**src/rtl/fb_fill_master_if.sv**
```systemverilog
// Avalon-MM write-only bus between the fill master and the framebuffer slave.
// The master drives address/data/strobes; the slave answers with waitrequest.
interface fb_fill_master_if #(
  parameter int ADDR_W = 15,
  parameter int DATA_W = 32
);
  logic [ADDR_W-1:0] address;
  logic [DATA_W-1:0] writedata;
  logic              write;
  logic              chipselect;
  logic              waitrequest;

  modport master (
    output address,
    output writedata,
    output write,
    output chipselect,
    input  waitrequest
  );

  modport slave (
    input  address,
    input  writedata,
    input  write,
    input  chipselect,
    output waitrequest
  );
endinterface

```
**src/rtl/fb_fill_master.sv**
```systemverilog
// Framebuffer fill master: writes word_count copies of a pattern to
// consecutive word addresses over Avalon-MM, one word per clock when the
// slave does not stall.
// Optional macro FB_FILL_PATTERN_INC_EN: when defined, each word carries
// fill_data plus its index in the fill instead of the constant fill_data.
//
// state   | meaning
// --------+--------------------------------------------------------------
// S_IDLE  | waiting for start; words_written holds the last fill's count
// S_WRITE | issuing writes; down-counter tracks words still to be accepted
// S_DONE  | one-cycle completion (normal or abort), done=1
module fb_fill_master #(
  parameter int ADDR_W = 15,
  parameter int DATA_W = 32,
  parameter int CNT_W  = 16
) (
  input  logic              clk,
  input  logic              reset_n,
  input  logic              start,
  input  logic              abort,
  input  logic [ADDR_W-1:0] base_addr,
  input  logic [CNT_W-1:0]  word_count,
  input  logic [DATA_W-1:0] fill_data,
  output logic              busy,
  output logic              done,
  output logic [CNT_W-1:0]  words_written,
  fb_fill_master_if.master  bus
);

  typedef enum logic [1:0] {
    S_IDLE  = 2'd0,
    S_WRITE = 2'd1,
    S_DONE  = 2'd2
  } state_t;

  // Largest fill is one full pass over the address space.
  localparam logic [63:0] MAX_WORDS = 64'd1 << ADDR_W;

  state_t            r_state;
  logic [ADDR_W-1:0] r_addr;
  logic [DATA_W-1:0] r_data;
  logic              r_write;
  logic              r_busy;
  logic              r_done;
  logic [CNT_W-1:0]  r_words;
  logic [CNT_W-1:0]  r_remaining;

  logic [63:0]       w_cnt_ext;
  logic [CNT_W-1:0]  w_cnt_clamped;
  logic              w_accept;
  logic              w_last;

  // Clamp requested length so a fill never revisits an address.
  always_comb begin
    w_cnt_ext     = 64'(word_count);
    w_cnt_clamped = word_count;
    if (w_cnt_ext > MAX_WORDS) begin
      w_cnt_clamped = MAX_WORDS[CNT_W-1:0];
    end
  end

  assign w_accept = r_write & ~bus.waitrequest;
  assign w_last   = (r_remaining == CNT_W'(1));

  // Fill sequencer: all bus and status outputs come straight from these flops.
  always_ff @(posedge clk or negedge reset_n) begin
    if (!reset_n) begin
      r_state     <= S_IDLE;
      r_addr      <= '0;
      r_data      <= '0;
      r_write     <= 1'b0;
      r_busy      <= 1'b0;
      r_done      <= 1'b0;
      r_words     <= '0;
      r_remaining <= '0;
    end else begin
      case (r_state)
        S_IDLE: begin
          r_done <= 1'b0;
          if (start) begin
            r_addr      <= base_addr;
            r_data      <= fill_data;
            r_words     <= '0;
            r_remaining <= w_cnt_clamped;
            r_busy      <= 1'b1;
            if (word_count == '0) begin
              r_write <= 1'b0;
              r_done  <= 1'b1;
              r_state <= S_DONE;
            end else begin
              r_write <= 1'b1;
              r_state <= S_WRITE;
            end
          end
        end

        S_WRITE: begin
          // A stalled word leaves address/data/strobe untouched.
          if (w_accept) begin
            r_words     <= r_words + CNT_W'(1);
            r_addr      <= r_addr + ADDR_W'(1);
            r_remaining <= r_remaining - CNT_W'(1);
`ifdef FB_FILL_PATTERN_INC_EN
            r_data      <= r_data + DATA_W'(1);
`endif
          end
          // An accepted word on the abort edge is already counted above.
          if (abort || (w_accept && w_last)) begin
            r_write <= 1'b0;
            r_done  <= 1'b1;
            r_state <= S_DONE;
          end
        end

        S_DONE: begin
          r_done  <= 1'b0;
          r_busy  <= 1'b0;
          r_write <= 1'b0;
          r_state <= S_IDLE;
        end

        default: begin
          r_state <= S_IDLE;
          r_write <= 1'b0;
          r_busy  <= 1'b0;
          r_done  <= 1'b0;
        end
      endcase
    end
  end

  assign bus.address    = r_addr;
  assign bus.writedata  = r_data;
  assign bus.write      = r_write;
  assign bus.chipselect = r_write;
  assign busy           = r_busy;
  assign done           = r_done;
  assign words_written  = r_words;

endmodule

```
**src/flat_wrapper.sv**
```systemverilog
// flat-port wrapper written by rule: the top's interface ports become plain ports
module fb_fill_master_flat 
#(
  parameter int ADDR_W = 15,
  parameter int DATA_W = 32,
  parameter int CNT_W  = 16
)
  (clk, reset_n, start, abort, base_addr, word_count, fill_data, busy, done, words_written, bus_address, bus_writedata, bus_write, bus_chipselect, bus_waitrequest);
  fb_fill_master_if #(.ADDR_W(ADDR_W), .DATA_W(DATA_W)) bus_i ();
  input  logic clk;
  input  logic reset_n;
  input  logic start;
  input  logic abort;
  input  logic [ADDR_W-1:0] base_addr;
  input  logic [CNT_W-1:0] word_count;
  input  logic [DATA_W-1:0] fill_data;
  output logic busy;
  output logic done;
  output logic [CNT_W-1:0] words_written;
  output wire logic [$bits(bus_i.address)-1:0] bus_address;
  output wire logic [$bits(bus_i.writedata)-1:0] bus_writedata;
  output wire logic [$bits(bus_i.write)-1:0] bus_write;
  output wire logic [$bits(bus_i.chipselect)-1:0] bus_chipselect;
  input wire logic [$bits(bus_i.waitrequest)-1:0] bus_waitrequest;
  assign bus_address = bus_i.address;
  assign bus_writedata = bus_i.writedata;
  assign bus_write = bus_i.write;
  assign bus_chipselect = bus_i.chipselect;
  assign bus_i.waitrequest = bus_waitrequest;
  fb_fill_master #(.ADDR_W(ADDR_W), .DATA_W(DATA_W), .CNT_W(CNT_W)) u_core (.clk(clk), .reset_n(reset_n), .start(start), .abort(abort), .base_addr(base_addr), .word_count(word_count), .fill_data(fill_data), .busy(busy), .done(done), .words_written(words_written), .bus(bus_i));
endmodule
```
**config.mk**
```make
export PLATFORM = sky130hd
export DESIGN_NAME = fb_fill_master_flat
export DESIGN_NICKNAME = d
export VERILOG_FILES = /design/src/rtl/fb_fill_master_if.sv /design/src/rtl/fb_fill_master.sv /design/src/flat_wrapper.sv
export SDC_FILE = /design/constraint.sdc
export NUM_CORES = 1
export LEC_CHECK = 0
export ABC_CLOCK_PERIOD_IN_PS = 4100
export CAP_MARGIN = 10
export CORE_AREA = 10 10 115 117
export CTS_CLUSTER_SIZE = 30
export DETAILED_ROUTE_END_ITERATION = 6
export DIE_AREA = 0 0 125 127
export MAX_ROUTING_LAYER = met4
export PLACE_DENSITY_LB_ADDON = 0.15
export SETUP_SLACK_MARGIN = 0.02
export SLEW_MARGIN = 20
export SYNTH_ARGS = -nofsm -noshare
export SYNTH_HDL_FRONTEND = slang
export SYNTH_SLANG_ARGS = --single-unit
```
**constraint.sdc**
```tcl
create_clock -name clk -period 4.1 [get_ports clk]
set_clock_uncertainty 0.1 [all_clocks]
set_input_delay 1.025 -clock clk [delete_from_list [all_inputs] [get_ports clk]]
set_output_delay 1.025 -clock clk [all_outputs]
set_load 0.05 [all_outputs]
```
==> run metrics <==
run status complete, no violations; Total Negative Setup Slacks 0 ns; design area 6066 µm²; Power Total 4.972 mW; minimum clock period 2.887 ns; syn avg cell area 9.017 µm²; Post-DRT Antenna Nets 0; synth top area cells dfrtp_1 49%, nand2_1 11%, a21oi_1 3.2%; DRC 0; die width 125 µm; Final Instance Count excl. Fillers 747; Cell Pwr Density 819.7 nW/µm²; sw frac 0.4741; Reg2Reg Setup Slack 1.70 ns; CTS Buffer Depth 2; syn_nets 546; initial antenna violation count 0; P&R area growth vs syn 41.92%; Peak VDD IR 452.9 µV; Clk pwr share 0.183; crit end category flip-flop; Setup Fix Bufs, Post-CTS 0; placed cells 731; fin nets 671; number of CTS-inserted buffers 9; WS Path Type in -> reg; Switching Power 2.357 mW; Critical Path AT 3.06 ns; most frequent cell after synthesis nand2_1; worst-path fanout max 24; Post-synth top cells 123 x nand2_1, 84 x dfrtp_1, 27 x a21oi_1, 22 x nor2_1, 21 x o21ai_0; n_diodes 0; floorplan row count 39; I/O pin total 135; fmax 0.3463 GHz; Leak 2.577 nW; clk_lat worst skew 0.33 ns; clock slew at reported path FFs 0.07 ns; max-slew violation count 0; GR Util All Layers 0.1663; via count 4039; global placer's final weighted congestion 0.8544; Reg-to-Reg Start u_core.r_remaining[6]$_DFFE_PN0P_; root buf cell clkbuf_16; cells after synthesis 474; Hold-fix buffers, CTS 0; Least-Margin Pin Slew 0.8871 ns; Die H 127 µm; PostCTS Resize Cnt 0; PortBufs 134; Seq/Total Area, Yosys 0.4918; RSZ-0062 raised after global routing false; CTS tree built; TritonCTS Sinks 84; per-cell routed wire length 17.65 µm; CP Launch Type primary input; first-pass GRT wire length 21310 µm; number of global-route vias before repair 4106; Reg power frac 0.298; Yosys reg bits 84; die footprint 15880 µm²; Mapped Area 4274 µm²; critical hold path startpoint u_core.bus.writedata[12]$_DFFE_PN0P_; setup violators final 0; Post-synth EDFFs 0; Detail Placement HPWL 9654 µm; first drt pass iteration count 4; CORE AREA 11130 µm²; WP data required 4.27 ns; Starting DRT DRC Count 260; Reg2Reg Depth 4; max_cap viols 0; Internal 2.615 mW; area share of the largest cell type after synthesis 0.4918; Max-slew headroom 0.4032; pin count of the biggest net entering global routing 39; via/cell ratio 5.407; Initial Util 0.3842; Fin. Hold Viols 0; Hold Path Cell Cnt 2; Worst R2R End u_core.r_remaining[15]$_DFFE_PN0P_; depth of the CTS H-tree 3; Min-Delay Path Class reg -> reg; Gate power share 0.519; layout cells sized above 1 0.05629; ys async rst share 1.000; synth warn 0; grt ovf 0; Final period util 0.7042; top_reg_cell synth dfrtp_1; cell taking the most area after synthesis dfrtp_1; area of placed instances 5729 µm²; Synth cell types 61; Hold Path Sink u_core.bus.writedata[12]$_DFFE_PN0P_; Total Wirelength 13190 µm
==> cell type report <==
| cell class | count | area (µm²) |
|---|---|---|
| Clock buffer | 11 | 252.7 |
| Clock inverter | 5 | 83.83 |
| Fill cell | 1017 | 5060 |
| Inverter | 7 | 26.28 |
| Multi-Input combinational cell | 356 | 2031 |
| Sequential cell | 84 | 2102 |
| Tap cell | 143 | 178.9 |
| Timing Repair Buffer | 141 | 1391 |
==> placed cells by master (no fill, tap or decap), types with 5 or more instances in the layout <==
cell type	instances
a21oi_1	27
a221o_1	9
a2bb2oi_1	5
buf_4	8
clkbuf_16	9
clkdlybuf4s50_1	133
dfrtp_1	84
inv_1	7
mux2i_1	5
nand2_1	123
nand3_1	15
nand4_1	12
nor2_1	22
nor3_1	7
nor4_1	9
o21ai_0	21
o31ai_1	8
or3_1	5
or4_1	10
==> state kept, by name, summed over array words and instances, names as in the netlist <==
signal                 cells
u_core.bus.writedata      32
u_core.r_remaining        16
u_core.words_written      16
u_core.bus.address        15
u_core.r_state             2
u_core.bus.chipselect      1
u_core.busy                1
u_core.done                1
==> worst max-delay path by stage <==
stage | startpoint | to | cells after the start
after floorplan | bus_waitrequest | u_core.words_written[15]$_DFFE_PN0P_ | 5
after global placement | start | u_core.r_remaining[6]$_DFFE_PN0P_ | 4
after detailed placement | start | u_core.r_remaining[5]$_DFFE_PN0P_ | 4
after CTS | start | u_core.r_remaining[5]$_DFFE_PN0P_ | 4
after global routing | start | u_core.r_remaining[12]$_DFFE_PN0P_ | 4
final | start | u_core.r_remaining[12]$_DFFE_PN0P_ | 4
==> worst max-delay path, cell delays in order <==
cell and delay (ns):
clkdlybuf4s50_1 0.57, or3b_2 0.74, a21oi_2 0.48, a221o_1 0.24
==> metrics by stage <==
step | hold slack, ns | setup WS (ns) | util
2_1_floorplan | 0.3857 | 1.550 | -
6_report | 0.3723 | 1.213 | 0.5452
3_5_place_dp | 0.3621 | 0.8686 | 0.5150
4_1_cts | 0.3782 | 1.221 | 0.5452
5_1_grt | 0.4025 | 1.095 | 0.5452
3_3_place_gp | 0.3580 | 0.8820 | 0.5150
==> power groups by stage <==
stage / Sequential, mW / Clock (mW) / Combinational [mW]
after global routing: 1.53 / 0.965 / 2.79
final: 1.48 / 0.911 / 2.58
after detailed placement: 1.48 / 0 / 2.61
after CTS: 1.48 / 0.930 / 2.62
after floorplan: 2.26 / 0 / 0.918
after global placement: 1.48 / 0 / 2.58
==> cell families (layout without fill, tap and decap cells) <==
| group | count (synthesis) | after routing | share of synthesized area |
|---|---|---|---|
| AOI/OAI and AO/OA | 105 | 105 | 0.1666 |
| xor gates and xnor gates | 7 | 7 | 0.01434 |
| adders and majority gates | 4 | 4 | 0.01171 |
| buffers and inverters | 34 | 164 | 0.03484 |
| DFF | 84 | 84 | 0.4918 |
| muxes | 5 | 5 | 0.01171 |
| and+or+nand+nor | 235 | 235 | 0.2690 |
==> metal layers <==
metal / global-route usage / vias to the layer above / wire [µm] / part of all wire
met5: - / - / 0 / 0
met4: 0.04472 / 0 / 101 / 0.0077
met3: 0.05045 / 8 / 849 / 0.064
met2: 0.2558 / 105 / 6281 / 0.48
met1: 0.2088 / 1967 / 5953 / 0.45
li1: - / 1959 / - / -
(Power assumes the default switching activity.)
